### src/rtl/accel_mm_pkg.sv
// Shared definitions for the accelerator word-block register protocol.
// Holds the initiator state encoding, the register addresses the peripheral
// decodes, the data word type and the default job geometry.
package accel_mm_pkg;

  localparam int unsigned DataWidth   = 16;
  localparam int unsigned DefNumWords = 25;

  typedef logic [DataWidth-1:0] word_t;

  localparam word_t      DefOffset = 16'd5;
  localparam logic [2:0] WrAddr    = 3'h3;
  localparam logic [2:0] RdAddr    = 3'h4;

  typedef enum logic [2:0] {
    StIdle,
    StWrite,
    StWrTerm,
    StWaitDone,
    StRead,
    StRdTerm,
    StWaitClr,
    StFinish
  } state_e;

endpackage

### src/rtl/accel_mm_initiator_if.sv
// Signal bundle between the job initiator and its environment: host job
// control (start/busy/finish/pass/error_count/timeout), the valid/ready word
// source, the peripheral register port and the result stream.
// master: the initiator side. slave: host, source and peripheral side.
interface accel_mm_initiator_if #(
  parameter int unsigned CNT_BITS = 5
) ();
  import accel_mm_pkg::*;

  logic                start;
  logic                busy;
  logic                src_valid;
  word_t               src_data;
  logic                src_ready;
  logic                av_chipselect;
  logic [2:0]          av_address;
  logic                av_write;
  logic                av_read;
  word_t               av_writedata;
  word_t               av_readdata;
  logic                dut_done;
  logic                res_valid;
  word_t               res_data;
  logic                finish;
  logic                pass;
  logic [CNT_BITS-1:0] error_count;
  logic                timeout;

  modport master (
    input  start, src_valid, src_data, av_readdata, dut_done,
    output busy, src_ready, av_chipselect, av_address, av_write, av_read,
           av_writedata, res_valid, res_data, finish, pass, error_count, timeout
  );

  modport slave (
    output start, src_valid, src_data, av_readdata, dut_done,
    input  busy, src_ready, av_chipselect, av_address, av_write, av_read,
           av_writedata, res_valid, res_data, finish, pass, error_count, timeout
  );

endinterface

### src/rtl/accel_word_buf.sv
// Register file holding the words sent during a job so the returned words
// can be checked. One synchronous write port, one combinational read port.
// Contents are not reset.
//   clk_i           clock
//   we_i/waddr_i/wdata_i   write port
//   raddr_i/rdata_o        read port (out-of-range index reads 0)
module accel_word_buf
  import accel_mm_pkg::*;
#(
  parameter int unsigned NUM_WORDS = DefNumWords,
  parameter int unsigned IDX_BITS  = 5
) (
  input  logic                clk_i,
  input  logic                we_i,
  input  logic [IDX_BITS-1:0] waddr_i,
  input  word_t               wdata_i,
  input  logic [IDX_BITS-1:0] raddr_i,
  output word_t               rdata_o
);

  word_t mem_q [NUM_WORDS];

  always_ff @(posedge clk_i) begin
    if (we_i && (waddr_i < IDX_BITS'(NUM_WORDS))) begin
      mem_q[waddr_i] <= wdata_i;
    end
  end

  always_comb begin
    rdata_o = '0;
    if (raddr_i < IDX_BITS'(NUM_WORDS)) begin
      rdata_o = mem_q[raddr_i];
    end
  end

endmodule

### src/rtl/accel_mm_initiator.sv
// Bus-master end of the accelerator word-block protocol. Per job: take
// NUM_WORDS words from the source and write them to WR_ADDR, write a zero
// terminator, wait for done, read NUM_WORDS results from RD_ADDR, issue a
// terminator read, wait for done to clear, then report pass/fail.
//   clk, reset (async, active low)
//   bus: accel_mm_initiator_if master modport (host, source, bus, results)
module accel_mm_initiator
  import accel_mm_pkg::*;
#(
  parameter int unsigned NUM_WORDS    = DefNumWords,
  parameter int unsigned CNT_BITS     = 5,
  parameter logic [2:0]  WR_ADDR      = WrAddr,
  parameter logic [2:0]  RD_ADDR      = RdAddr,
  parameter word_t       OFFSET       = DefOffset,
  parameter int unsigned DONE_TIMEOUT = 64
) (
  input logic                  clk,
  input logic                  reset,
  accel_mm_initiator_if.master bus
);

  localparam int unsigned WaitBits = (DONE_TIMEOUT > 1) ? $clog2(DONE_TIMEOUT) : 1;
  localparam logic [CNT_BITS-1:0] LastIdx  = CNT_BITS'(NUM_WORDS - 1);
  localparam logic [WaitBits-1:0] LastWait = WaitBits'(DONE_TIMEOUT - 1);

  state_e              state_q, state_d;
  logic [CNT_BITS-1:0] wr_idx_q, wr_idx_d, rd_idx_q, rd_idx_d;
  logic [WaitBits-1:0] wait_q, wait_d;
  logic                busy_q, busy_d;
  logic                cs_q, cs_d, wr_q, wr_d, rd_q, rd_d;
  logic [2:0]          addr_q, addr_d;
  word_t               wdata_q, wdata_d;
  // Read pipeline: a data read is on the bus (pend), then its data returns (cap).
  logic                pend_q, pend_d, cap_q, cap_d;
  logic [CNT_BITS-1:0] pend_idx_q, pend_idx_d, cap_idx_q, cap_idx_d;
  logic                res_valid_q, res_valid_d;
  word_t               res_data_q, res_data_d;
  logic                finish_q, finish_d, pass_q, pass_d, timeout_q, timeout_d;
  logic [CNT_BITS-1:0] err_q, err_d;

  logic  buf_we;
  word_t buf_rdata;
  word_t exp_word;

  accel_word_buf #(
    .NUM_WORDS (NUM_WORDS),
    .IDX_BITS  (CNT_BITS)
  ) u_buf (
    .clk_i   (clk),
    .we_i    (buf_we),
    .waddr_i (wr_idx_q),
    .wdata_i (bus.src_data),
    .raddr_i (cap_idx_q),
    .rdata_o (buf_rdata)
  );

  assign exp_word = buf_rdata + OFFSET;

  always_comb begin
    state_d     = state_q;
    wr_idx_d    = wr_idx_q;
    rd_idx_d    = rd_idx_q;
    wait_d      = wait_q;
    busy_d      = busy_q;
    cs_d        = 1'b0;
    wr_d        = 1'b0;
    rd_d        = 1'b0;
    addr_d      = '0;
    wdata_d     = '0;
    pend_d      = 1'b0;
    pend_idx_d  = pend_idx_q;
    cap_d       = pend_q;
    cap_idx_d   = pend_idx_q;
    res_valid_d = 1'b0;
    res_data_d  = res_data_q;
    finish_d    = 1'b0;
    pass_d      = pass_q;
    timeout_d   = timeout_q;
    err_d       = err_q;
    buf_we      = 1'b0;

    unique case (state_q)
      StIdle: begin
        if (bus.start) begin
          err_d     = '0;
          timeout_d = 1'b0;
          pass_d    = 1'b0;
          busy_d    = 1'b1;
          wr_idx_d  = '0;
          state_d   = StWrite;
        end
      end
      StWrite: begin
        if (bus.src_valid) begin
          cs_d    = 1'b1;
          wr_d    = 1'b1;
          addr_d  = WR_ADDR;
          wdata_d = bus.src_data;
          buf_we  = 1'b1;
          if (wr_idx_q == LastIdx) begin
            state_d = StWrTerm;
          end else begin
            wr_idx_d = wr_idx_q + 1'b1;
          end
        end
      end
      StWrTerm: begin
        cs_d    = 1'b1;
        wr_d    = 1'b1;
        addr_d  = WR_ADDR;
        wait_d  = '0;
        state_d = StWaitDone;
      end
      StWaitDone: begin
        if (bus.dut_done) begin
          rd_idx_d = '0;
          state_d  = StRead;
        end else if (wait_q == LastWait) begin
          timeout_d = 1'b1;
          state_d   = StFinish;
        end else begin
          wait_d = wait_q + 1'b1;
        end
      end
      StRead: begin
        cs_d       = 1'b1;
        rd_d       = 1'b1;
        addr_d     = RD_ADDR;
        pend_d     = 1'b1;
        pend_idx_d = rd_idx_q;
        if (rd_idx_q == LastIdx) begin
          state_d = StRdTerm;
        end else begin
          rd_idx_d = rd_idx_q + 1'b1;
        end
      end
      StRdTerm: begin
        // Terminator read: pend stays low so its data is never captured.
        cs_d    = 1'b1;
        rd_d    = 1'b1;
        addr_d  = RD_ADDR;
        wait_d  = '0;
        state_d = StWaitClr;
      end
      StWaitClr: begin
        if (!bus.dut_done) begin
          state_d = StFinish;
        end else if (wait_q == LastWait) begin
          timeout_d = 1'b1;
          state_d   = StFinish;
        end else begin
          wait_d = wait_q + 1'b1;
        end
      end
      StFinish: begin
        finish_d = 1'b1;
        pass_d   = (err_q == '0) && !timeout_q;
        busy_d   = 1'b0;
        state_d  = StIdle;
      end
      default: state_d = StIdle;
    endcase

    // Read data is valid the cycle after its strobe; check it against the sent word.
    if (cap_q) begin
      res_valid_d = 1'b1;
      res_data_d  = bus.av_readdata;
      if ((bus.av_readdata != exp_word) && (err_q != '1)) begin
        err_d = err_q + 1'b1;
      end
    end
  end

  always_ff @(posedge clk or negedge reset) begin
    if (!reset) begin
      state_q     <= StIdle;
      wr_idx_q    <= '0;
      rd_idx_q    <= '0;
      wait_q      <= '0;
      busy_q      <= 1'b0;
      cs_q        <= 1'b0;
      wr_q        <= 1'b0;
      rd_q        <= 1'b0;
      addr_q      <= '0;
      wdata_q     <= '0;
      pend_q      <= 1'b0;
      pend_idx_q  <= '0;
      cap_q       <= 1'b0;
      cap_idx_q   <= '0;
      res_valid_q <= 1'b0;
      res_data_q  <= '0;
      finish_q    <= 1'b0;
      pass_q      <= 1'b0;
      timeout_q   <= 1'b0;
      err_q       <= '0;
    end else begin
      state_q     <= state_d;
      wr_idx_q    <= wr_idx_d;
      rd_idx_q    <= rd_idx_d;
      wait_q      <= wait_d;
      busy_q      <= busy_d;
      cs_q        <= cs_d;
      wr_q        <= wr_d;
      rd_q        <= rd_d;
      addr_q      <= addr_d;
      wdata_q     <= wdata_d;
      pend_q      <= pend_d;
      pend_idx_q  <= pend_idx_d;
      cap_q       <= cap_d;
      cap_idx_q   <= cap_idx_d;
      res_valid_q <= res_valid_d;
      res_data_q  <= res_data_d;
      finish_q    <= finish_d;
      pass_q      <= pass_d;
      timeout_q   <= timeout_d;
      err_q       <= err_d;
    end
  end

  assign bus.busy          = busy_q;
  assign bus.src_ready     = (state_q == StWrite);
  assign bus.av_chipselect = cs_q;
  assign bus.av_address    = addr_q;
  assign bus.av_write      = wr_q;
  assign bus.av_read       = rd_q;
  assign bus.av_writedata  = wdata_q;
  assign bus.res_valid     = res_valid_q;
  assign bus.res_data      = res_data_q;
  assign bus.finish        = finish_q;
  assign bus.pass          = pass_q;
  assign bus.error_count   = err_q;
  assign bus.timeout       = timeout_q;

endmodule
### src/flat_wrapper.sv
// flat-port wrapper written by rule: the top's interface ports become plain ports
module accel_mm_initiator_flat import accel_mm_pkg::*;
#(
  parameter int unsigned NUM_WORDS    = DefNumWords,
  parameter int unsigned CNT_BITS     = 5,
  parameter logic [2:0]  WR_ADDR      = WrAddr,
  parameter logic [2:0]  RD_ADDR      = RdAddr,
  parameter word_t       OFFSET       = DefOffset,
  parameter int unsigned DONE_TIMEOUT = 64
)
  (clk, reset, bus_start, bus_src_valid, bus_src_data, bus_av_readdata, bus_dut_done, bus_busy, bus_src_ready, bus_av_chipselect, bus_av_address, bus_av_write, bus_av_read, bus_av_writedata, bus_res_valid, bus_res_data, bus_finish, bus_pass, bus_error_count, bus_timeout);
  accel_mm_initiator_if #(.CNT_BITS(CNT_BITS)) bus_i ();
  input logic clk;
  input logic reset;
  input wire logic [$bits(bus_i.start)-1:0] bus_start;
  input wire logic [$bits(bus_i.src_valid)-1:0] bus_src_valid;
  input wire logic [$bits(bus_i.src_data)-1:0] bus_src_data;
  input wire logic [$bits(bus_i.av_readdata)-1:0] bus_av_readdata;
  input wire logic [$bits(bus_i.dut_done)-1:0] bus_dut_done;
  output wire logic [$bits(bus_i.busy)-1:0] bus_busy;
  output wire logic [$bits(bus_i.src_ready)-1:0] bus_src_ready;
  output wire logic [$bits(bus_i.av_chipselect)-1:0] bus_av_chipselect;
  output wire logic [$bits(bus_i.av_address)-1:0] bus_av_address;
  output wire logic [$bits(bus_i.av_write)-1:0] bus_av_write;
  output wire logic [$bits(bus_i.av_read)-1:0] bus_av_read;
  output wire logic [$bits(bus_i.av_writedata)-1:0] bus_av_writedata;
  output wire logic [$bits(bus_i.res_valid)-1:0] bus_res_valid;
  output wire logic [$bits(bus_i.res_data)-1:0] bus_res_data;
  output wire logic [$bits(bus_i.finish)-1:0] bus_finish;
  output wire logic [$bits(bus_i.pass)-1:0] bus_pass;
  output wire logic [$bits(bus_i.error_count)-1:0] bus_error_count;
  output wire logic [$bits(bus_i.timeout)-1:0] bus_timeout;
  assign bus_i.start = bus_start;
  assign bus_i.src_valid = bus_src_valid;
  assign bus_i.src_data = bus_src_data;
  assign bus_i.av_readdata = bus_av_readdata;
  assign bus_i.dut_done = bus_dut_done;
  assign bus_busy = bus_i.busy;
  assign bus_src_ready = bus_i.src_ready;
  assign bus_av_chipselect = bus_i.av_chipselect;
  assign bus_av_address = bus_i.av_address;
  assign bus_av_write = bus_i.av_write;
  assign bus_av_read = bus_i.av_read;
  assign bus_av_writedata = bus_i.av_writedata;
  assign bus_res_valid = bus_i.res_valid;
  assign bus_res_data = bus_i.res_data;
  assign bus_finish = bus_i.finish;
  assign bus_pass = bus_i.pass;
  assign bus_error_count = bus_i.error_count;
  assign bus_timeout = bus_i.timeout;
  accel_mm_initiator #(.NUM_WORDS(NUM_WORDS), .CNT_BITS(CNT_BITS), .WR_ADDR(WR_ADDR), .RD_ADDR(RD_ADDR), .OFFSET(OFFSET), .DONE_TIMEOUT(DONE_TIMEOUT)) u_core (.clk(clk), .reset(reset), .bus(bus_i));
endmodule
### config.mk
export PLATFORM = sky130hd
export DESIGN_NAME = accel_mm_initiator_flat
export DESIGN_NICKNAME = d
export VERILOG_FILES = /design/src/rtl/accel_mm_pkg.sv /design/src/rtl/accel_mm_initiator_if.sv /design/src/rtl/accel_word_buf.sv /design/src/rtl/accel_mm_initiator.sv /design/src/flat_wrapper.sv
export SDC_FILE = /design/constraint.sdc
export NUM_CORES = 1
export LEC_CHECK = 0
export BUFFER_PORTS_ARGS = -buffer_cell sky130_fd_sc_hd__buf_2
export CORE_MARGIN = 4
export CORE_UTILIZATION = 25
export DETAILED_ROUTE_END_ITERATION = 7
export PLACE_DENSITY = 0.49
export SLEW_MARGIN = 25
export SYNTH_ARGS = -nofsm -noshare
export SYNTH_HDL_FRONTEND = slang
export SYNTH_HIERARCHICAL = 1
export SYNTH_SLANG_ARGS = --single-unit
### constraint.sdc
create_clock -name clk -period 5.8 [get_ports clk]
set_input_delay 0.29 -clock clk [delete_from_list [all_inputs] [get_ports clk]]
set_output_delay 0.29 -clock clk [all_outputs]
set_load 0.1 [all_outputs]
After elaboration in Yosys (flattened, before gate mapping)
Memory sizes are Yosys's and may differ from the RTL's.
Index checks and enable logic that the tools add are counted.
{"block": "word_totals", "ram_bits": 400, "ff_bits": 79, "elab_cells": 115, "out_inout_bits": 49, "n_memories": 1, "inputBits": 37}
{"name": "u_core.u_buf.mem_q", "depth": 25, "width": 16, "read_ports": 1, "rd_ports_with_merged_regs": 0, "wr": 1, "line_no": "accel_word_buf.sv:21", "text": "word_t mem_q [NUM_WORDS];"}
{"block": "classes", "reduce_logical": 20, "n_eq_ne": 21, "magnitude_cmp": 2, "addsub": 5, "muxes": 46}
{"operator": "2-to-1 mux 16 bit", "n": 3}
{"operator": "2-to-1 mux 5 bit", "n": 9}
{"operator": "case mux 3 bit (8 select lines)", "n": 1}
{"operator": "2-to-1 mux 3 bit", "n": 7}
{"operator": "case mux 5 bit (2 select lines)", "n": 2}
{"operator": "2-to-1 mux 6 bit", "n": 3}
{"operator": "case mux 6 bit (3 select lines)", "n": 1}
{"operator": "adder 16 x 3 -> 16 bit (second input constant)", "n": 1}
{"operator": "!= test 16 bit", "n": 1}
{"operator": "adder 5 x 1 -> 5 bit (second input constant)", "n": 3}
{"operator": "!= test 2 bit (second input constant)", "n": 7}
{"operator": "2-to-1 mux 1 bit", "n": 13}
{"operator": "equality test 3 bit (second input constant)", "n": 4}
{"operator": "AND reduction 4 bit", "n": 3}
{"operator": "equality test 5 bit (second input constant)", "n": 2}
{"operator": "less-than comparator 5 bit (second input constant)", "n": 2}
{"operator": "case mux 3 bit (3 select lines)", "n": 1}
{"operator": "case mux 1 bit (2 select lines)", "n": 4}
{"operator": "adder 6 x 1 -> 6 bit (second input constant)", "n": 1}
{"operator": "equality test 3 x 2 -> 1 bit (second input constant)", "n": 2}
{"operator": "equality test 6 bit (second input constant)", "n": 1}
{"operator": "AND reduction 3 bit", "n": 2}
{"operator": "nonzero test 2 bit", "n": 3}
{"operator": "nonzero test 3 bit", "n": 2}
{"operator": "12 further kinds", "n": 16}

Depth between registers and ports, before layout
{"block": "depth", "ltp_word": 7, "ltp_mapped": 17}

Modules after synthesis
Netlist, hierarchy kept.
{"mod": "accel_word_buf", "area_each_um2": 15758.9, "seq_area_each_um2": 12011.5, "n_inst": 1, "cells_per_inst": 907}
{"mod": "accel_mm_initiator", "area_each_um2": 3739.8, "seq_area_each_um2": 1926.8, "n_inst": 1, "cells_per_inst": 345}

Worst setup path before layout
No wires, ideal clock.
{"block": "synth_path", "path_kind": "reg-to-reg", "startpoint": "register u_core.cap_idx_q[0]", "endpoint": "register u_core.err_q[2] (netlist: u_core/bus.error_count[2])", "stages_incl_launch_ff": 18, "setup_time_ns": 0.120, "synth_period_minus_slack_ns": 3.459, "arrival_time_ns": 3.339, "path_slack_ns": 2.341, "path_buffers": 4, "cell_sequence": "dfrtp_1 > buf_2 > buf_6 > buf_4 > mux2i_1 > nand2_1 > nand4_1 > nand4_1 > ha_1 > or2_1 > a21oi_1 > o31ai_1 > a2111oi_2 > nor2_1 > o311ai_2 > buf_6 > mux2i_1 > a21o_1"}
{"block": "synth_between", "elab_chain_len": 7, "elab_cells_between_ends": 8}
{"element": "start, declared", "line_no": "accel_mm_initiator.sv:35", "text": "logic [CNT_BITS-1:0] pend_idx_q, pend_idx_d, cap_idx_q, cap_idx_d;"}
{"element": "start signal, assigned", "line_no": "accel_mm_initiator.sv:210", "text": "cap_idx_q <= cap_idx_d;"}
{"element": "memory read (25 x 16 bit) / less-than comparator 5 bit (equally long branches)"}
{"element": "2-to-1 mux 16 bit *", "line_no": "accel_word_buf.sv:31", "text": "if (raddr_i < IDX_BITS'(NUM_WORDS)) begin"}
{"element": "net u_core.buf_rdata[0]", "line_no": "accel_mm_initiator.sv:42", "text": "word_t buf_rdata;"}
{"element": "adder 16 x 3 -> 16 bit *", "line_no": "accel_mm_initiator.sv:57", "text": "assign exp_word = buf_rdata + OFFSET;"}
{"element": "!= test 16 bit *", "line_no": "accel_mm_initiator.sv:168", "text": "if ((bus.av_readdata != exp_word) && (err_q != '1)) begin"}
{"element": "logical AND 1 bit *", "line_no": "accel_mm_initiator.sv:168"}
{"element": "2-to-1 mux 5 bit *", "line_no": "accel_mm_initiator.sv:168"}
{"element": "2-to-1 mux 5 bit *", "line_no": "accel_mm_initiator.sv:165", "text": "if (cap_q) begin"}
{"element": "net u_core.err_d[2]", "line_no": "accel_mm_initiator.sv:39", "text": "logic [CNT_BITS-1:0] err_q, err_d;"}
{"element": "end signal, assigned", "line_no": "accel_mm_initiator.sv:216", "text": "err_q <= err_d;"}
{"element": "end, declared", "line_no": "accel_mm_initiator.sv:39"}
The timed path passes the listed nets; every way through them passes the cells marked *.
A chain may end at the register's enable or synchronous reset.

Worst setup path after layout
{"block": "layout_path", "startpoint": "register u_core.cap_idx_q[1]", "endpoint": "register u_core.err_q[2] (netlist: u_core/bus.error_count[2])"}
Same word-level chain as after synthesis.

==> metrics.txt <==
Max Cap Viol 0; FP Rows 102; Clock Latency Late Sink 0.60 ns; proportion of layout cells with a drive suffix above 1 17.0%; post-synth top area cell edfxtp_1; vias in the first global route 11,377; count of input and output buffers 85; drt initial violations 794; Filler cells 7,823; arrival time worst endpoint 5.39 ns; count leader, synth edfxtp_1; DRC 0; RSZ-0062 raised after global routing no; average wire per standard cell 21.1 um; top cell type's share of synthesized area 61.6%; gp weighted congestion 0.820; r2r endpoint u_core/bus.error_count[2]; DP Wirelength 32,500 um; asr flop ratio synth 16.1%; crit start category flip-flop; Synth Flop Type edfxtp_1; Post-Syn Area per Cell 15.6 um2; CTS max path bufs 3; post-synthesis cell count 1,252; CTS tree done; pin count of the biggest net entering global routing 78; Tot GR Track Use 12.5%; Post-synth EDFFs 400; buffer count from post-CTS setup fixing 0; synthesized area 0.0195 mm2; flops & latches, synth 477; fmax 0.204 GHz; hold path cells 2; Clock Tree Root clkbuf_16; clk sink count 477; critical path class flip-flop to flip-flop; initial antenna violation count 6; H-Tree Level Count 2; hold worst-path end u_core/bus.res_data[8]; Setup TNS 0 ns; detailed-route via count 11,163; Tcrit/Tclk final 84.3%; sequential area share after synthesis 71.5%; cts bufs inserted 52; dpl cell area 0.0212 mm2; Overflow after GRT 0; Setup violations, final 0; Commonest cells post-synth edfxtp_1, mux2i_1, nand2_1; LEAKAGE 7.78 nW; Critical R2R Launch u_core/cap_idx_q[1]; clk slew on worst S/H paths 0.06 ns; synth-to-layout area growth 17.5%; FF-to-FF setup slack 0.91 ns; Starting Density 25.2%; Post-Route Skew 0.0233 ns; core area 0.0773 mm2; drt first pass iters 7; Die Ht 287 um; cts hold-fix bufs 15; critical path endpoint category flip-flop; Hold Startpoint bus_av_readdata[8]; first-pass GRT wire length 77,500 um; Min-Delay Path Class primary input to flip-flop; chip width 287 um; top post-synthesis cells by area edfxtp_1, dfrtp_1, mux2i_1; die area 0.0825 mm2; worst setup path startpoint u_core/cap_idx_q[1]; Final Instance Area 0.0229 mm2; worst slew pin tran 0.959 ns; count of final hold-check violations 0; Post-Route WL 52,000 um; Synth Net Count 1,298; Vias/cell 4.52; power per cell area 503 mW/mm2; Tmin final 4.89 ns; outcome finished, final reports clean; Final Max Tran Viols 0; # nets final 1,432; YS warnings 6; reg2reg path depth 14; Req. time, crit path 6.29 ns; I/O pin total 86; Post-CTS Resized 0; Max-slew headroom 36.0%; Final ANT Viol Nets 0; post-synth cell types 64; CP max FO 30; VDD IR max 0.239 mV
-- through the flow --
| stage | cells | setup slack [ns] | utilization [%] | power, W | hold slack (ns) |
|---|---|---|---|---|---|
| 2_1_floorplan | 1252 | 2.34 | - | 0.00745 | -0.00559 |
| 3_3_place_gp | 2357 | 1.01 | 27.3 | 0.00845 | 0.334 |
| 3_5_place_dp | 2357 | 0.962 | 27.3 | 0.00848 | 0.335 |
| 4_1_cts | 2468 | 0.949 | 29.6 | 0.0116 | 0.000616 |
| 5_1_grt | 2468 | 0.502 | 29.6 | 0.0121 | 0.0256 |
| 6_report | 2470 | 0.908 | 29.6 | 0.0115 | 0.0295 |
-- cell usage in the layout (no fill, tap or decap), types with 7 or more instances in the layout --
cell and n:
nor2_1 53, mux2i_1 191, clkinv_2 10, dlygate4sd3_1 15
a21oi_1 22, mux2_2 24, dfrtp_1 74, ha_1 9
o21ai_0 12, clkbuf_16 54, nand3_1 49, xor2_1 16
a22oi_1 60, buf_4 45, clkbuf_1 17, nand4_1 44
xnor2_1 14, clkinv_1 7, buf_2 84, and2_1 20
edfxtp_1 400, inv_1 18, nand2_1 90
-- flip-flops by register name, summed over array words and instances, names as in the netlist, 2 cells and up --
signal	cells
u_core/bus.av_address	2
u_core/bus.av_writedata	16
u_core/bus.error_count	5
u_core/bus.res_data	16
u_core/cap_idx_d	5
u_core/cap_idx_q	5
u_core/rd_idx_q	5
u_core/state_q	3
u_core/u_buf/mem_q	400
u_core/wait_q	6
u_core/wr_idx_q	5
-- critical path, cell delays in order, from the launching register on --
cell and delay, ns:
dfrtp_4 0.70, nor2b_2 0.22, buf_4 0.39, a22oi_1 0.16
nand3_1 0.22, nand4_1 0.43, ha_1 0.45, or2_1 0.28
a21oi_1 0.23, o31ai_1 0.14, a2111oi_2 0.40, nor2_1 0.11
o311ai_2 0.66, mux2i_1 0.18, a21o_1 0.20
-- layer usage --
layer	routed length [um]	part of all wire [%]	vias up	track usage [%]
met5	23	0.044	-	0
met4	1020	2.0	4	3.08
met3	1970	3.8	70	2.01
met2	25600	49	240	21.1
met1	23400	45	5778	16.9
li1	-	-	5071	-
-- cell families (layout without fill, tap and decap cells) --
family | after synthesis | in the layout | share of synthesized area (%)
other | 0 | 2 | 0
xor gates and xnor gates | 30 | 30 | 1.35
muxes | 215 | 215 | 11.2
buffers and inverters | 84 | 260 | 2.67
AOI/OAI and AO/OA | 133 | 133 | 4.89
DFF | 477 | 477 | 71.5
adders and majority gates | 9 | 9 | 0.578
and+or+nand+nor | 304 | 304 | 7.84
-- how the worst max path moves through the flow --
stage / end / slack [ns]
global placement: u_core/bus.error_count[2] / 1.01
CTS: u_core/bus.error_count[2] / 0.95
finish: u_core/bus.error_count[2] / 0.91
global route: u_core/bus.error_count[2] / 0.50
detailed placement: u_core/bus.error_count[2] / 0.96
floorplan: u_core/bus.error_count[2] / 2.34
-- power by group --
| group | leakage [nW] | internal [W] | total [W] | switching (W) |
|---|---|---|---|---|
| sequential | 4.59 | 0.00397 | 0.00424 | 0.000270 |
| combinational | 2.40 | 0.00126 | 0.00417 | 0.00291 |
| clock | 0.788 | 0.00180 | 0.00312 | 0.00132 |
-- layout make-up --
cell class / count / area [um2] / share of cell area (%)
Antenna cell: 2 / 5.00 / 0.0218
Clock buffer: 75 / 1470 / 6.42
Clock inverter: 21 / 131 / 0.573
Inverter: 18 / 67.6 / 0.295
Multi-Input combinational cell: 691 / 5050 / 22.0
Sequential cell: 477 / 13900 / 60.9
Tap cell: 1040 / 1300 / 5.68
Timing Repair Buffer: 146 / 940 / 4.10
No activity file was read; power rests on OpenSTA's default activity.
